--- config.mk ---
export PLATFORM = sky130hd
export DESIGN_NAME = cache_line_ctrl
export DESIGN_NICKNAME = d
export VERILOG_FILES = /design/src/rtl/cache_line_ctrl_pkg.sv /design/src/rtl/cache_line_ctrl.sv
export SDC_FILE = /design/constraint.sdc
export NUM_CORES = 1
export LEC_CHECK = 0
export CORE_AREA = 4 4 125 127
export CTS_CLUSTER_DIAMETER = 150
export DETAILED_ROUTE_END_ITERATION = 10
export DIE_AREA = 0 0 129 131
export PLACE_DENSITY = 0.53
export SLEW_MARGIN = 20
export SYNTH_ARGS = -nofsm -noshare
export SYNTH_HDL_FRONTEND = slang
export SYNTH_SLANG_ARGS = --single-unit
--- constraint.sdc ---
create_clock -name CLK -period 3.06 [get_ports CLK]
set_clock_uncertainty 0.15 [all_clocks]
set_input_delay 0.459 -clock CLK [delete_from_list [all_inputs] [get_ports CLK]]
set_output_delay 0.459 -clock CLK [all_outputs]
set_load 0.005 [all_outputs]
--- src/rtl/cache_line_ctrl_pkg.sv ---
// -----------------------------------------------------------------------------
// cache_line_ctrl_pkg
// Shared definitions for the direct-mapped cache miss controller:
//   - controller state encoding
//   - line geometry (words per line, word-counter width)
//   - address field positions, with helpers that derive the index width and
//     tag position from a given tag width.
// Address layout: {tag[TAG_W], index[INDEX_W], word offset[2], byte[2]}.
// -----------------------------------------------------------------------------
package cache_line_ctrl_pkg;

   typedef enum logic [1:0] {
      ST_IDLE = 2'd0,
      ST_WB   = 2'd1,
      ST_FILL = 2'd2
   } state_e;

   localparam int WORDS_PER_LINE = 4;
   localparam int CNT_W          = $clog2(WORDS_PER_LINE);

   localparam int ADDR_W         = 32;
   localparam int BYTE_BITS      = 2;
   localparam int WORD_LSB       = BYTE_BITS;            // word offset starts here
   localparam int INDEX_LSB      = WORD_LSB + CNT_W;     // set index starts here

   // Index takes whatever the tag leaves above the word offset.
   function automatic int index_w(input int tag_w);
      return ADDR_W - INDEX_LSB - tag_w;
   endfunction

   // Lowest address bit belonging to the tag.
   function automatic int tag_lsb(input int tag_w);
      return ADDR_W - tag_w;
   endfunction

endpackage

--- src/rtl/cache_line_ctrl.sv ---
// -----------------------------------------------------------------------------
// cache_line_ctrl
// Miss-handling controller for a direct-mapped data cache built from 4-word
// line blocks. Hits (read and write) are served in the same cycle; a miss
// stalls the pipeline, writes back a dirty victim word by word, then refills
// the line from memory and lets the held request re-evaluate as a hit.
//
// Ports
//   CLK, Reset            clock (rising edge), synchronous active-high reset
//   Req, ReqWE, Addr,     CPU access from the MEM stage (held while Stall=1)
//   WData
//   Stall, RData          pipeline freeze and load data
//   Index                 set select to the line blocks
//   Valid, Dirty, Tag, RD state and data of the selected line
//   Offset, WE, SetValid, line block write port
//   SetDirty, SetTag, WD
//   MemReq, MemWE,        word-at-a-time memory bus; a transfer completes on
//   MemAddr, MemWData,    the edge where MemReq and MemReady are both high
//   MemRData, MemReady
//
// Only the state and the word counter are registered; every output is
// combinational from them and the inputs.
// -----------------------------------------------------------------------------
module cache_line_ctrl
   import cache_line_ctrl_pkg::*;
#(
   parameter  int TAG_W   = 26,
   localparam int INDEX_W = index_w(TAG_W)
) (
   input  logic               CLK,
   input  logic               Reset,
   // CPU side
   input  logic               Req,
   input  logic               ReqWE,
   input  logic [31:0]        Addr,
   input  logic [31:0]        WData,
   output logic               Stall,
   output logic [31:0]        RData,
   // line block side
   output logic [INDEX_W-1:0] Index,
   input  logic               Valid,
   input  logic               Dirty,
   input  logic [TAG_W-1:0]   Tag,
   input  logic [31:0]        RD,
   output logic [1:0]         Offset,
   output logic               WE,
   output logic               SetValid,
   output logic               SetDirty,
   output logic [TAG_W-1:0]   SetTag,
   output logic [31:0]        WD,
   // memory side
   output logic               MemReq,
   output logic               MemWE,
   output logic [31:0]        MemAddr,
   output logic [31:0]        MemWData,
   input  logic [31:0]        MemRData,
   input  logic               MemReady
);

   localparam logic [CNT_W-1:0] LAST_WORD = CNT_W'(WORDS_PER_LINE - 1);

   state_e             state_q, state_d;
   logic [CNT_W-1:0]   cnt_q, cnt_d;

   logic [TAG_W-1:0]   req_tag;
   logic [CNT_W-1:0]   req_word;
   logic               hit;
   logic               last_xfer;
   logic               unused_byte_bits;

   assign req_tag   = Addr[ADDR_W-1 -: TAG_W];
   assign req_word  = Addr[INDEX_LSB-1:WORD_LSB];
   assign Index     = Addr[INDEX_LSB +: INDEX_W];
   assign hit       = Req & Valid & (Tag == req_tag);
   assign last_xfer = MemReady & (cnt_q == LAST_WORD);

   // Byte-within-word bits play no part in a word cache.
   assign unused_byte_bits = ^Addr[BYTE_BITS-1:0];

   always_comb begin
      state_d  = state_q;
      cnt_d    = cnt_q;
      Stall    = 1'b0;
      RData    = RD;
      Offset   = req_word;
      WE       = 1'b0;
      SetValid = 1'b0;
      SetDirty = 1'b0;
      SetTag   = req_tag;
      WD       = WData;
      MemReq   = 1'b0;
      MemWE    = 1'b0;
      MemAddr  = {req_tag, Index, cnt_q, 2'b00};
      MemWData = RD;

      case (state_q)
         ST_IDLE: begin
            if (hit) begin
               // Stores merge into the line immediately and mark it dirty.
               if (ReqWE) begin
                  WE       = 1'b1;
                  SetValid = 1'b1;
                  SetDirty = 1'b1;
               end
            end else if (Req) begin
               Stall   = 1'b1;
               cnt_d   = '0;
               state_d = Dirty ? ST_WB : ST_FILL;
            end
         end

         ST_WB: begin
            // Victim address is rebuilt from the stored tag, not the request.
            Stall    = 1'b1;
            Offset   = cnt_q;
            MemReq   = 1'b1;
            MemWE    = 1'b1;
            MemAddr  = {Tag, Index, cnt_q, 2'b00};
            MemWData = RD;
            if (MemReady) begin
               cnt_d = cnt_q + 1'b1;
               if (last_xfer) state_d = ST_FILL;
            end
         end

         ST_FILL: begin
            Stall  = 1'b1;
            MemReq = 1'b1;
            Offset = cnt_q;
            if (MemReady) begin
               // The line only turns valid with its last word, so a fill cut
               // short never produces a hit. WData is never used here; a
               // store merges on the hit cycle that follows.
               WE       = 1'b1;
               WD       = MemRData;
               SetDirty = 1'b0;
               SetValid = (cnt_q == LAST_WORD);
               cnt_d    = cnt_q + 1'b1;
               if (last_xfer) state_d = ST_IDLE;
            end
         end

         default: begin
            state_d = ST_IDLE;
            cnt_d   = '0;
         end
      endcase

      // Reset freezes the pipeline and silences both write ports.
      if (Reset) begin
         Stall    = 1'b1;
         WE       = 1'b0;
         SetValid = 1'b0;
         SetDirty = 1'b0;
         MemReq   = 1'b0;
         MemWE    = 1'b0;
         state_d  = ST_IDLE;
         cnt_d    = '0;
      end
   end

   always_ff @(posedge CLK) begin
      if (Reset) begin
         state_q <= ST_IDLE;
         cnt_q   <= '0;
      end else begin
         state_q <= state_d;
         cnt_q   <= cnt_d;
      end
   end

endmodule

==> impl_metrics.json, run 1 <==
{
  "status": "finished, final reports clean",
  "grt.total_usage_pct": 10.0,
  "wl_met1_um": 3490,
  "wl_met3_um": 1190,
  "crit_path_cell_trace": "clkdlybuf4s50_1, nand2_2, or4b_4, nor3_4, nand4_1, buf_4, a21oi_1, buf_2",
  "ios": 325,
  "layout_min_cycle_time_ns": 2.97,
  "fin_hold_ws_ns": 0.340,
  "setup_viol": 0,
  "yosysWarningCount": 0,
  "syn-instance-count": 256,
  "critPathRequiredTime_ns": 2.45,
  "drc": 0,
  "crit_buf_inv": 3,
  "rsz0062_at_grt": "false",
  "drv_cap": 0,
  "num_vias": 2306,
  "cp_top_family": "simple AND/OR/NAND/NOR gates",
  "cts_sinks": 4,
  "synth.distinct_cells": 33,
  "vias_per_cell": 3.89,
  "area_growth_pct": 96.8,
  "fp.dieH_um": 131,
  "cp_slowest_stage_delay_ns": 0.55,
  "cts_buffers": 3,
  "powerDensity_nw_per_um2": 381,
  "ant_nets": 0,
  "dr.pass1.iters": 4,
  "path_clk_slew_ns": 0.03,
  "grt_overflow_total": 0,
  "first_iter_violations": 21,
  "synth_top_area_share_pct": 33.5,
  "core.rowCount": 44,
  "ys_seq_area_share_pct": 3.72,
  "synth_edf_count": 0,
  "grt_max_degree": 34,
  "fill_cells": 1521,
  "synth_ff_type": "dfxtp_1",
  "netlist_top_cells_count": "buf_4, mux2_2, xnor2_1",
  "holdCritPathClass": "reg2reg",
  "n_antenna_cell": 0,
  "fin_area_sq_um": 4240,
  "synth_seq_cells": 4,
  "arrival_ns": 2.36,
  "synth.most_common_cell": "buf_4",
  "yosysTopAreaCell": "buf_4",
  "grt_pass1_wl_um": 13300,
  "cpMaxStageDelayCell": "or4b_4",
  "grt_pass1_vias": 2540,
  "hold_violations": 0,
  "finalPower_mw": 1.62,
  "final_cell_count_no_fill": 593,
  "cts_buffer_depth": 2,
  "maxUsedRoutingLayer": "met4",
  "dpl_worst_slack_ns": -0.649,
  "hpwl_um": 8440,
  "yosys-top-cells-area": "buf_4, mux2_2, xnor2_1",
  "fin_crit_sh_pct": 97.0,
  "clockRootBuffer": "clkbuf_16",
  "ir_worst_vdd_mv": 0.167,
  "async_flop_share_pct": 0,
  "nets": 577,
  "die_area_sq_um": 16900,
  "portBuffers": 218,
  "seq_area_sq_um": 80.1,
  "syn_area_sq_um": 2150,
  "wl_per_cell_um": 16.1,
  "setup-tns-final_ns": 0,
  "slew_violations": 0,
  "antenna_found_initial": 0,
  "routed_wl_um": 9560,
  "cts_tree": "built",
  "die_w_um": 129,
  "wl_met2_um": 4780,
  "critPathKind": "in2out",
  "h-tree-depth": 1,
  "clk_latency_ns": 0.22,
  "p_leak_nw": 1.72,
  "initial_core_util_pct": 14.9,
  "path_max_fanout": 2,
  "hold_buffers": 0,
  "gp_congestion": 0.759,
  "place_inst": 587,
  "max_freq_ghz": 0.337,
  "end_kind": "output pin",
  "fin_ws_ns": 0.0905,
  "core_sq_um": 14400,
  "drive_gt1_share_pct": 28.4,
  "fin_util_pct": 29.4,
  "start_kind": "input port",
  "multiInputGateArea_sq_um": 1370,
  "synth.avg_cell_area_sq_um": 8.41,
  "placed_area_sq_um": 4070
}
power by group:
group          total [mW]  leakage (nW)  switching [mW]  internal [mW]
Clock               0.203        0.0370          0.0358          0.167
Sequential         0.0845        0.0326          0.0162         0.0684
Combinational        1.33          1.65           0.483          0.846
Total                1.62          1.72           0.535           1.08
layer usage:
| layer | vias to the layer above | GRT usage (%) |
|---|---|---|
| met5 | - | 0 |
| met4 | 0 | 1.67 |
| met3 | 17 | 4.80 |
| met2 | 167 | 18.3 |
| met1 | 1025 | 10.7 |
| li1 | 1097 | - |
cell families after synthesis:
| kind of cell | count (synthesis) | synth area share, % |
|---|---|---|
| buffers and inverters | 110 | 35.9 |
| xor gates and xnor gates | 27 | 11.0 |
| muxes | 62 | 32.5 |
| other | 1 | 0.174 |
| DFF | 4 | 3.72 |
| adders and majority gates | 5 | 2.91 |
| and+or+nand+nor | 36 | 10.2 |
| AOI/OAI and AO/OA | 11 | 3.54 |
cell usage in the layout, fill, tap and decap left out, types with 2 or more instances in the layout:
master,instances
buf_2,4
xor2_1,5
o21ai_0,2
dfxtp_1,4
clkbuf_16,3
conb_1,2
nand4_1,10
o32ai_1,2
xnor2_1,18
xnor2_2,3
dlymetal6s2s_1,13
buf_4,33
dlygate4sd2_1,6
ha_1,5
or4b_4,2
a21oi_1,2
nor2_1,4
nand2_1,4
mux2_2,60
inv_1,7
nand3_1,4
clkdlybuf4s50_1,195
final cells by class:
| class | count | share of cell area, % |
|---|---|---|
| tap | 184 | 5.43 |
| sequential | 4 | 1.89 |
| multi-input combinational | 143 | 32.4 |
| clock buffer | 3 | 1.77 |
| timing repair buffer | 252 | 57.9 |
| inverter | 7 | 0.620 |
worst min-delay path: stages (launching register included):
cell and delay (ns):
dfxtp_1 0.32, nand2_1 0.06, mux2i_1 0.05
registers in the layout, summed over array words and instances, names as in the netlist:
register  cells
cnt_q         2
state_q       2
timing repair:
action / CTS / global route
setup buffers: 3 / 0
pin swaps: 9 / 7
resized for setup: 31 / 18
endpoints found under the setup margin: 4 / 3
final timing paths:
| check | slack, ns | to | from | cells after the start |
|---|---|---|---|---|
| min reg2reg | 0.34 | state_q[0]$_SDFFE_PP0P_ | state_q[0]$_SDFFE_PP0P_ | 2 |
| min | 0.34 | state_q[0]$_SDFFE_PP0P_ | state_q[0]$_SDFFE_PP0P_ | 2 |
| max | 0.09 | SetValid | Valid | 8 |
| max reg2reg | 1.22 | state_q[1]$_SDFFE_PP0P_ | state_q[1]$_SDFFE_PP0P_ | 6 |
No activity file was read; power rests on OpenSTA's default activity.
==> run 2: changes to the inputs <==
Settings changed: ABC_CLOCK_PERIOD_IN_PS set to 3060, RECOVER_POWER set to 50.
==> run 2 against run 1 <==
  * Sequential power hardly changed
  * Worst setup slack better by 0.0031 ns
  * Non-clock buffer count stayed put
  * Fmax is 0.10% higher
  * Largest power group unchanged
  * Clock power is essentially flat
  * Hold slack is essentially flat
  * Critical endpoint unchanged
  * Global-route usage unchanged
==> impl_metrics.json, run 2 (synthesis results as in run 1) <==
{
  "intPower_mw": 1.08,
  "portBuffers": 218,
  "ios": 325,
  "slew_violations": 0,
  "fin_hold_ws_ns": 0.340,
  "n_antenna_cell": 0,
  "num_vias": 2309,
  "core_sq_um": 14400,
  "routed_wl_um": 9560,
  "hold_buffers": 0,
  "first_iter_violations": 27,
  "core.rowCount": 44,
  "path_max_fanout": 2,
  "vias_per_cell": 3.89,
  "rr_startpoint": "state_q[1]$_SDFFE_PP0P_",
  "fp.dieH_um": 131,
  "nets": 577,
  "cts_sinks": 4,
  "antenna_found_initial": 0,
  "place_inst": 587,
  "seqPwrFrac_pct": 5.2,
  "critPathKind": "in2out",
  "grt_pass1_wl_um": 13300,
  "grt_pass1_vias": 2540,
  "area_growth_pct": 96.3,
  "crit_path_start": "Valid",
  "h-tree-depth": 1,
  "start_kind": "input port",
  "arrival_ns": 2.36,
  "max_freq_ghz": 0.337,
  "cts_tree": "built",
  "end_kind": "output pin",
  "use_met2_pct": 18.3,
  "die_area_sq_um": 16900,
  "path_clk_slew_ns": 0.03,
  "ant_nets": 0,
  "rsz0062_at_grt": "false",
  "wl_per_cell_um": 16.1,
  "powerDensity_nw_per_um2": 381,
  "fill_cells": 1525,
  "met3_usage_pct": 4.80,
  "dpl_worst_slack_ns": -0.649,
  "seq_area_sq_um": 80.1,
  "status": "finished, final reports clean",
  "drv_cap": 0,
  "fin_util_pct": 29.3,
  "swShare_pct": 33.2,
  "gp_congestion": 0.759,
  "die_w_um": 129,
  "grt.total_usage_pct": 10.0,
  "switchingPower_mw": 0.535,
  "grt_max_degree": 34,
  "drive_gt1_share_pct": 28.4,
  "setup-tns-final_ns": 0,
  "grt_overflow_total": 0,
  "final_cell_count_no_fill": 593,
  "holdCritPathClass": "reg2reg",
  "reg_top3": "cnt_q (2), state_q (2)",
  "fin_ws_ns": 0.0935,
  "final_common_cell": "clkdlybuf4s50_1",
  "hpwl_um": 8440,
  "clockRootBuffer": "clkbuf_16",
  "cts_buffers": 3,
  "clk_latency_ns": 0.22,
  "grt.busiest_layer": "met2",
  "drc": 0,
  "p_comb_share_pct": 82.2,
  "min-delay-start": "state_q[0]$_SDFFE_PP0P_",
  "fin_crit_sh_pct": 96.9,
  "grtUsageMet1_pct": 10.7,
  "ir_worst_vdd_mv": 0.167,
  "hold_violations": 0,
  "critPathRequiredTime_ns": 2.45,
  "setup_viol": 0,
  "p_leak_nw": 1.70,
  "multiInputGateArea_sq_um": 1370,
  "initial_core_util_pct": 14.9,
  "clockPowerShare_pct": 12.6,
  "cts_buffer_depth": 2,
  "final_cell_mix": "clkdlybuf4s50_1, mux2_2, buf_4, xnor2_1, dlymetal6s2s_1",
  "dr.pass1.iters": 4,
  "layout_min_cycle_time_ns": 2.97
}
[run 2: final cells by class]
type,instances,share of cell area [%]
Multi-Input combinational cell,143,32.4
Timing Repair Buffer,252,57.8
Tap cell,184,5.45
Inverter,7,0.622
Clock buffer,3,1.78
Sequential cell,4,1.89
[run 2: path summary, 6_finish.rpt]
path,end,slack (ns),cells past startpoint
hold reg to reg,state_q[0]$_SDFFE_PP0P_,0.34,2
setup / recovery,SetValid,0.09,8
setup reg to reg,state_q[1]$_SDFFE_PP0P_,1.22,6
hold / removal,state_q[0]$_SDFFE_PP0P_,0.34,2
[run 2: repair_timing]
action | in CTS | in global routing
setup endpoints to repair | 4 | 3
gates resized for setup | 31 | 18
pin swaps | 9 | 7
setup buffers | 3 | 0
[run 2: critical path: stages]
cell and delay (ns):
clkdlybuf4s50_1 0.47, nand2_2 0.07, or4b_4 0.55, nor3_4 0.21, nand4_1 0.14, buf_4 0.18, a21oi_1 0.14, buf_2 0.13
[run 2: power by group through the flow]
stage	Combinational, mW	Clock [mW]	Sequential (mW)
2_1_floorplan	0.656	0	0.0806
3_3_place_gp	1.34	0	0.0859
3_5_place_dp	1.35	0	0.0849
4_1_cts	1.36	0.206	0.0847
5_1_grt	1.43	0.210	0.0865
6_report	1.32	0.203	0.0844
[run 2: stage by stage]
stage | cell area [sq um] | power [mW]
3_5_place_dp | 4070 | 1.43
6_report | 4230 | 1.61
5_1_grt | 4230 | 1.72
2_1_floorplan | 2160 | 0.736
3_3_place_gp | 4070 | 1.43
4_1_cts | 4200 | 1.65
[run 2: metal layers]
metal / routed length (um) / vias to the layer above / share of wire (%)
met5: 0 / - / 0
met1: 3490 / 1027 / 36
met2: 4790 / 168 / 50
li1: - / 1097 / -
met4: 94 / 0 / 0.98
met3: 1190 / 17 / 12
